### src/rtl/icw_ocw_write_sequencer.sv
// icw_ocw_write_sequencer
// Classifies each CPU write to the 8259A-compatible controller as ICW1-4 or
// OCW1-3 and walks the ICW1 -> ICW2 -> [ICW3] -> [ICW4] -> ready sequence.
// Every accepted write produces a single registered command strobe together
// with the latched data byte, one cycle after write_strobe is sampled.
module icw_ocw_write_sequencer (
    input  logic       clk,
    input  logic       reset_n,
    input  logic       write_strobe,
    input  logic       address_0,
    input  logic [7:0] data_in,
    output logic [7:0] internal_data_bus,
    output logic       icw1_strobe,
    output logic       icw2_strobe,
    output logic       icw3_strobe,
    output logic       icw4_strobe,
    output logic       icw_2_4_strobe,
    output logic       ocw1_strobe,
    output logic       ocw2_strobe,
    output logic       ocw3_strobe,
    output logic       initialized,
    output logic [2:0] init_state
);

    typedef enum logic [2:0] {
        IDLE      = 3'd0,
        WAIT_ICW2 = 3'd1,
        WAIT_ICW3 = 3'd2,
        WAIT_ICW4 = 3'd3,
        READY     = 3'd4
    } state_t;

    localparam int IDX_ICW1 = 0;
    localparam int IDX_ICW2 = 1;
    localparam int IDX_ICW3 = 2;
    localparam int IDX_ICW4 = 3;
    localparam int IDX_OCW1 = 4;
    localparam int IDX_OCW2 = 5;
    localparam int IDX_OCW3 = 6;

    state_t     state_q, state_d;
    logic       sngl_q, sngl_d;
    logic       ic4_q, ic4_d;
    logic [7:0] data_q, data_d;
    logic [6:0] strobe_q, strobe_d;
    logic       icw24_q, icw24_d;
    logic       init_q, init_d;

    // Decode the current write against the sequence position and work out
    // the next state, the strobe to fire and whether the byte is latched.
    always_comb begin
        state_d  = state_q;
        sngl_d   = sngl_q;
        ic4_d    = ic4_q;
        data_d   = data_q;
        strobe_d = '0;

        if (write_strobe) begin
            if (!address_0 && data_in[4]) begin
                // ICW1 always restarts the sequence, whatever state we are in
                strobe_d[IDX_ICW1] = 1'b1;
                sngl_d             = data_in[1];
                ic4_d              = data_in[0];
                state_d            = WAIT_ICW2;
            end else if (!address_0) begin
                // OCW2/OCW3 are only meaningful once initialization is done
                if (state_q == READY) begin
                    if (data_in[3]) begin
                        strobe_d[IDX_OCW3] = 1'b1;
                    end else begin
                        strobe_d[IDX_OCW2] = 1'b1;
                    end
                end
            end else begin
                case (state_q)
                    WAIT_ICW2: begin
                        strobe_d[IDX_ICW2] = 1'b1;
                        if (!sngl_q) begin
                            state_d = WAIT_ICW3;
                        end else if (ic4_q) begin
                            state_d = WAIT_ICW4;
                        end else begin
                            state_d = READY;
                        end
                    end
                    WAIT_ICW3: begin
                        strobe_d[IDX_ICW3] = 1'b1;
                        state_d            = ic4_q ? WAIT_ICW4 : READY;
                    end
                    WAIT_ICW4: begin
                        strobe_d[IDX_ICW4] = 1'b1;
                        state_d            = READY;
                    end
                    READY: begin
                        strobe_d[IDX_OCW1] = 1'b1;
                    end
                    default: begin
                    end
                endcase
            end
        end

        if (strobe_d != '0) begin
            data_d = data_in;
        end

        icw24_d = strobe_d[IDX_ICW2] | strobe_d[IDX_ICW3] | strobe_d[IDX_ICW4];
        init_d  = (state_d == READY);
    end

    // Register sequence state and all outputs so they change together.
    always_ff @(posedge clk or negedge reset_n) begin
        if (!reset_n) begin
            state_q  <= IDLE;
            sngl_q   <= 1'b0;
            ic4_q    <= 1'b0;
            data_q   <= 8'h00;
            strobe_q <= '0;
            icw24_q  <= 1'b0;
            init_q   <= 1'b0;
        end else begin
            state_q  <= state_d;
            sngl_q   <= sngl_d;
            ic4_q    <= ic4_d;
            data_q   <= data_d;
            strobe_q <= strobe_d;
            icw24_q  <= icw24_d;
            init_q   <= init_d;
        end
    end

    assign internal_data_bus = data_q;
    assign icw1_strobe       = strobe_q[IDX_ICW1];
    assign icw2_strobe       = strobe_q[IDX_ICW2];
    assign icw3_strobe       = strobe_q[IDX_ICW3];
    assign icw4_strobe       = strobe_q[IDX_ICW4];
    assign ocw1_strobe       = strobe_q[IDX_OCW1];
    assign ocw2_strobe       = strobe_q[IDX_OCW2];
    assign ocw3_strobe       = strobe_q[IDX_OCW3];
    assign icw_2_4_strobe    = icw24_q;
    assign initialized       = init_q;
    assign init_state        = state_q;

endmodule

### config.mk
export PLATFORM = sky130hd
export DESIGN_NAME = icw_ocw_write_sequencer
export DESIGN_NICKNAME = d
export VERILOG_FILES = /design/src/rtl/icw_ocw_write_sequencer.sv
export SDC_FILE = /design/constraint.sdc
export NUM_CORES = 1
export LEC_CHECK = 0
export ABC_CLOCK_PERIOD_IN_PS = 1600
export CAP_MARGIN = 20
export CORE_UTILIZATION = 40
export DETAILED_ROUTE_END_ITERATION = 8
export PLACE_DENSITY = 0.72
export SLEW_MARGIN = 20
export SYNTH_ARGS = -nofsm -noshare
export SYNTH_HDL_FRONTEND = slang
export SYNTH_SLANG_ARGS = --single-unit
export TNS_END_PERCENT = 30
### constraint.sdc
create_clock -name clk -period 1.6 [get_ports clk]
set_input_delay 0.32 -clock clk [delete_from_list [all_inputs] [get_ports clk]]
set_output_delay 0.32 -clock clk [all_outputs]
set_load 0.03 [all_outputs]
# Word level (Yosys, flattened, before mapping)
# Cells that the tools add are included.
# op_classes
eq_ne	5
n_mux	18
n_bitwise	2
reduce_logical	4
# ops
cell	n
3-bit 2-to-1 mux	5
3-bit case mux with 3 select lines	1
1-bit 2-to-1 mux	7
7-bit 2-to-1 mux	1
7-bit nonzero test	1
3-bit by 2-bit equality test with 1-bit output, second input constant	2
3-bit equality test, second input constant	2
6-bit 2-to-1 mux	1
2-bit 2-to-1 mux	2
4-bit 2-to-1 mux	1
3-bit by 1-bit equality test with 1-bit output, second input constant	1
1-bit bitwise OR	2
2-bit AND reduction	1
1-bit logical AND	1
1-bit logical NOT	1
# totals
regBits	22
input_bits	12
output_inout_bits	20

# Depth between registers and ports, before layout
# logic_depth
word_depth	7
ltp_mapped	5
depth_no_buf	4

# Worst setup path before layout
# OpenSTA, ideal clock, no wires.
# synth_timing
path_kind	flip-flop to flip-flop
start	reg state_q[1], in the netlist init_state[1]
end	reg data_q[0], in the netlist internal_data_bus[0]
t_arrival_ps	1481
required_time_ps	1475
setup_slack_ps	-6
stages_incl_launch_ff	6
n_path_buf	1
period_less_slack_ps	1606
cell_sequence	dfrtp_1 > clkbuf_2 > nor2_1 > nand3_1 > nand3_4 > mux2_2
# synth_via
elab_chain_len	6
word_cells_on_any_way	14
# synth_lines
element	line_no	rtl
from (decl)	41	state_t state_q, state_d;
from (signal assigned)	122	state_q <= state_d;
3-bit by 1-bit equality test with 1-bit output, or another cell as far along	75	case (state_q)
1-bit 2-to-1 mux or 2-bit 2-to-1 mux (tied branches)	75, 67	
4-bit 2-to-1 mux or 2-bit 2-to-1 mux (tied branches)	65	end else if (!address_0) begin
6-bit 2-to-1 mux *	59	if (!address_0 && data_in[4]) begin
7-bit 2-to-1 mux *	58	if (write_strobe) begin
7-bit nonzero test *	103	if (strobe_d != '0) begin
to (signal assigned)	125	data_q <= data_d;
to (decl)	44	logic [7:0] data_q, data_d;
# Every way passes the cells marked *; elsewhere a longest branch is shown, timed or not.
# A chain may end at the register's enable or synchronous reset.

# Worst setup path in the final report
# layout_timing
start	reg state_q[2], in the netlist init_state[2]
end	out init_state[2]
# layout_lines
element	line_no	rtl
to (decl)	22	output logic [2:0] init_state
# No word-level cell between the ends.

==> results_dict.tcl <==
set metrics [dict create \
    status "complete, no violations" \
    cts-hold-fix-buffers 0 \
    report.final.hold_viol_count 0 \
    place_congestion 0.803 \
    transition_time_at_the_pin_with_the_least_slew_margin_ns 0.306 \
    row_count 16 \
    detailedRoute.firstIterationViolations 7 \
    final_core_util_pct 64.9 \
    io-pin-count 32 \
    area_growth_syn_to_layout_pct 45.5 \
    area_share_of_and_or_nand_nor_cells_after_synthesis_pct 15.5 \
    chipWidth_um 49.7 \
    total_of_max_cap_violations 0 \
    floorplan.initialDensity_pct 44.6 \
    input_output_buffers 31 \
    worst_ep_required_time_ns 1.28 \
    post_layout_nonfiller_instances 137 \
    yosys-mux-area-fraction_pct 13.2 \
    first_pass_grt_wire_length_um 2860 \
    first_global_vias 650 \
    mostFrequentLayoutCell "dfrtp_1" \
    n_fill_cell 175 \
    largest_family_of_logic_cells_by_synthesized_area "simple AND/OR/NAND/NOR gates" \
    detailroute.via_count 657 \
    cts_repair_resize_count 20 \
    total_power_mw 2.18 \
    mostFrequentLayoutCells "21 x dfrtp_1, 20 x dlygate4sd2_1, 11 x clkdlybuf4s50_1, 9 x buf_4, 8 x mux2_2" \
    yosys_warnings 0 \
    dp.cells 133 \
    final_net_count 123 \
    yosys_register_bits 22 \
    highest_layer "met4" \
    via_density_per_instance 4.80 \
    min_period_ns 1.50 \
    insertedDiodeCount 0 \
    wire_per_inst_um 11.8 \
    postPlaceCellArea_mm2 0.00131 \
    critPathTopFamily "flip-flops" \
    setup.worst_path.end_class "primary output" \
    synth_sequential_area_ratio_pct 60.4 \
    synth_top_cell_area_share_pct 60.4 \
    relSlewSlack_pct 79.4 \
    max-clock-path-buffers 2 \
    critPathArrivalTime_ns 1.18 \
    ant_nets 0 \
    finalMaxSlewViolations 0 \
    routed-wl-met2_um 799 \
    postSynthAreaPerCell_um2 13.4 \
    cts_inserted_buffers 3 \
    pin_count_of_the_biggest_net_entering_global_routing 23 \
    wl_met1_um 696 \
    cpPeakStageDelay_ns 0.46 \
    cp_max_fo 8 \
    worst-setup-path-type "flop to primary output" \
    clock-skew-final_ns 0.00445 \
    drive_gt1_share_pct 30.0 \
    worst-r2r-setup-slack_ns 0.14 \
    routed-wl-met3_um 82 \
    clk_pin_slew_worst_setup_hold_paths_ns 0.12 \
    vdd_drop_max_uv 922 \
    grt_util_all_layers_pct 15.8 \
    post-cts-setup-buffer-count 0 \
    worst-path-buf-inv 1 \
    synth.area.top_cells "dfrtp_1 60%, mux2_2 9.9%, mux2_4 3.3%" \
    hold_path_class "input port to asynchronous set/reset pin" \
    drt_pre_antenna_iters 4 \
    synthAdderAreaFrac_pct 0 \
    netlist.top_cell.by_area "dfrtp_1" \
    cp_slowest_cell "dfrtp_1" \
    timing.critical_path.from_type "flop" \
    clock_sink_count 22 \
    postLayoutCellArea_mm2 0.00133 \
    die_h_um 49.7 \
    synthesis.nets 80 \
    design.die.area_mm2 0.00247 \
    drcViolationCount 0 \
    static-leakage-power_nw 0.665 \
    yosys.area_share.xor_xnor_pct 0 \
    placeableCoreArea_mm2 0.00204 \
    syn_area_um2 911 \
    tritoncts "done" \
    drt_wl_total_um 1620 \
    timing.final.crit_share_pct 93.8 \
    synth_cell_type_count 27 \
    clock_tree.htree_level_count 1 \
    timing.final.setup_violations 0 \
    compound_gate_portion_of_the_synthesized_area_pct 8.10 \
    dp.final_hpwl_um 1260 \
    number_of_antenna_violations_at_the_first_check_in_global_routing 0 \
    cts_root_buffer "clkbuf_4" \
    postSynthCellCount 68 \
    cells_traversed_along_the_worst_timing_path "dlygate4sd2_1" \
    grt_setup_unrepaired "false" \
    latest_clock_arrival_within_the_worst_skew_pair_ns 0.30 \
    achievable-frequency_mhz 666 \
    grt_overflow_total 0 \
    power_per_cell_area_mw_per_mm2 1640 \
]
==> area by class of cell <==
cell class,instances,area [µm²],share of cell area [%]
Timing Repair Buffer,40,353,26.6
Tap cell,27,33.8,2.55
Sequential cell,22,552,41.6
Clock buffer,4,36.3,2.74
Multi-Input combinational cell,40,335,25.3
Inverter,4,15.0,1.13
==> flip-flops by register name (all words and copies together), names as in the netlist <==
name,count
ic4_q,1
icw_2_4_strobe,1
init_state,3
initialized,1
internal_data_bus,8
sngl_q,1
strobe_q,7
==> worst paths after layout <==
kind,from,endpoint,cells past startpoint
setup / recovery,init_state[2]$_DFF_PN0_,init_state[2],1
hold / removal,reset_n,icw_2_4_strobe$_DFF_PN0_,2
setup reg to reg,init_state[2]$_DFF_PN0_,internal_data_bus[0]$_DFFE_PN0P_,4
hold reg to reg,internal_data_bus[6]$_DFFE_PN0P_,internal_data_bus[6]$_DFFE_PN0P_,1
max in group asynchronous,reset_n,init_state[1]$_DFF_PN0_,2
min in group clk,internal_data_bus[6]$_DFFE_PN0P_,internal_data_bus[6]$_DFFE_PN0P_,1
==> Yosys cell counts (all sizes together) <==
cell    number
a211oi       1
a21oi        2
a31o         1
and2         1
and2b        1
and3         1
and3b        1
buf          1
clkbuf       1
dfrtp       22
inv          4
mux2        10
nand2        2
nand2b       1
nand3        3
nand3b       2
nor2         3
nor4         1
nor4b        1
o21ai        5
o221a        1
or2b         2
or3          1
==> where the power goes <==
part,switching [mW],internal (mW)
combinational,0.597,0.451
sequential,0.108,0.728
clock,0.155,0.139
total,0.859,1.32
==> per-layer routing <==
metal / track usage [%] / up-vias
met2: 26.4 / 23
met5: 0 / -
met3: 3.40 / 4
met1: 18.8 / 310
li1: - / 320
met4: 8.57 / 0
==> per-stage QoR <==
stage          hold slack, ns  TNS (ns)  worst slack (ns)
4_1_cts                 0.358         0            0.0820
3_5_place_dp            0.496     -1.86            -0.218
2_1_floorplan          0.0244         0            0.0106
5_1_grt                 0.345         0           0.00664
3_3_place_gp            0.494     -1.57            -0.220
6_report                0.355         0            0.0987
==> cells by family after synthesis <==
logic type / Yosys count
AO/OA/AOI/OAI: 10
buffers and inverters: 6
flip-flops: 22
multiplexers: 10
AND/OR/NAND/NOR: 20
Note: power is estimated with default switching activity, not from simulation.
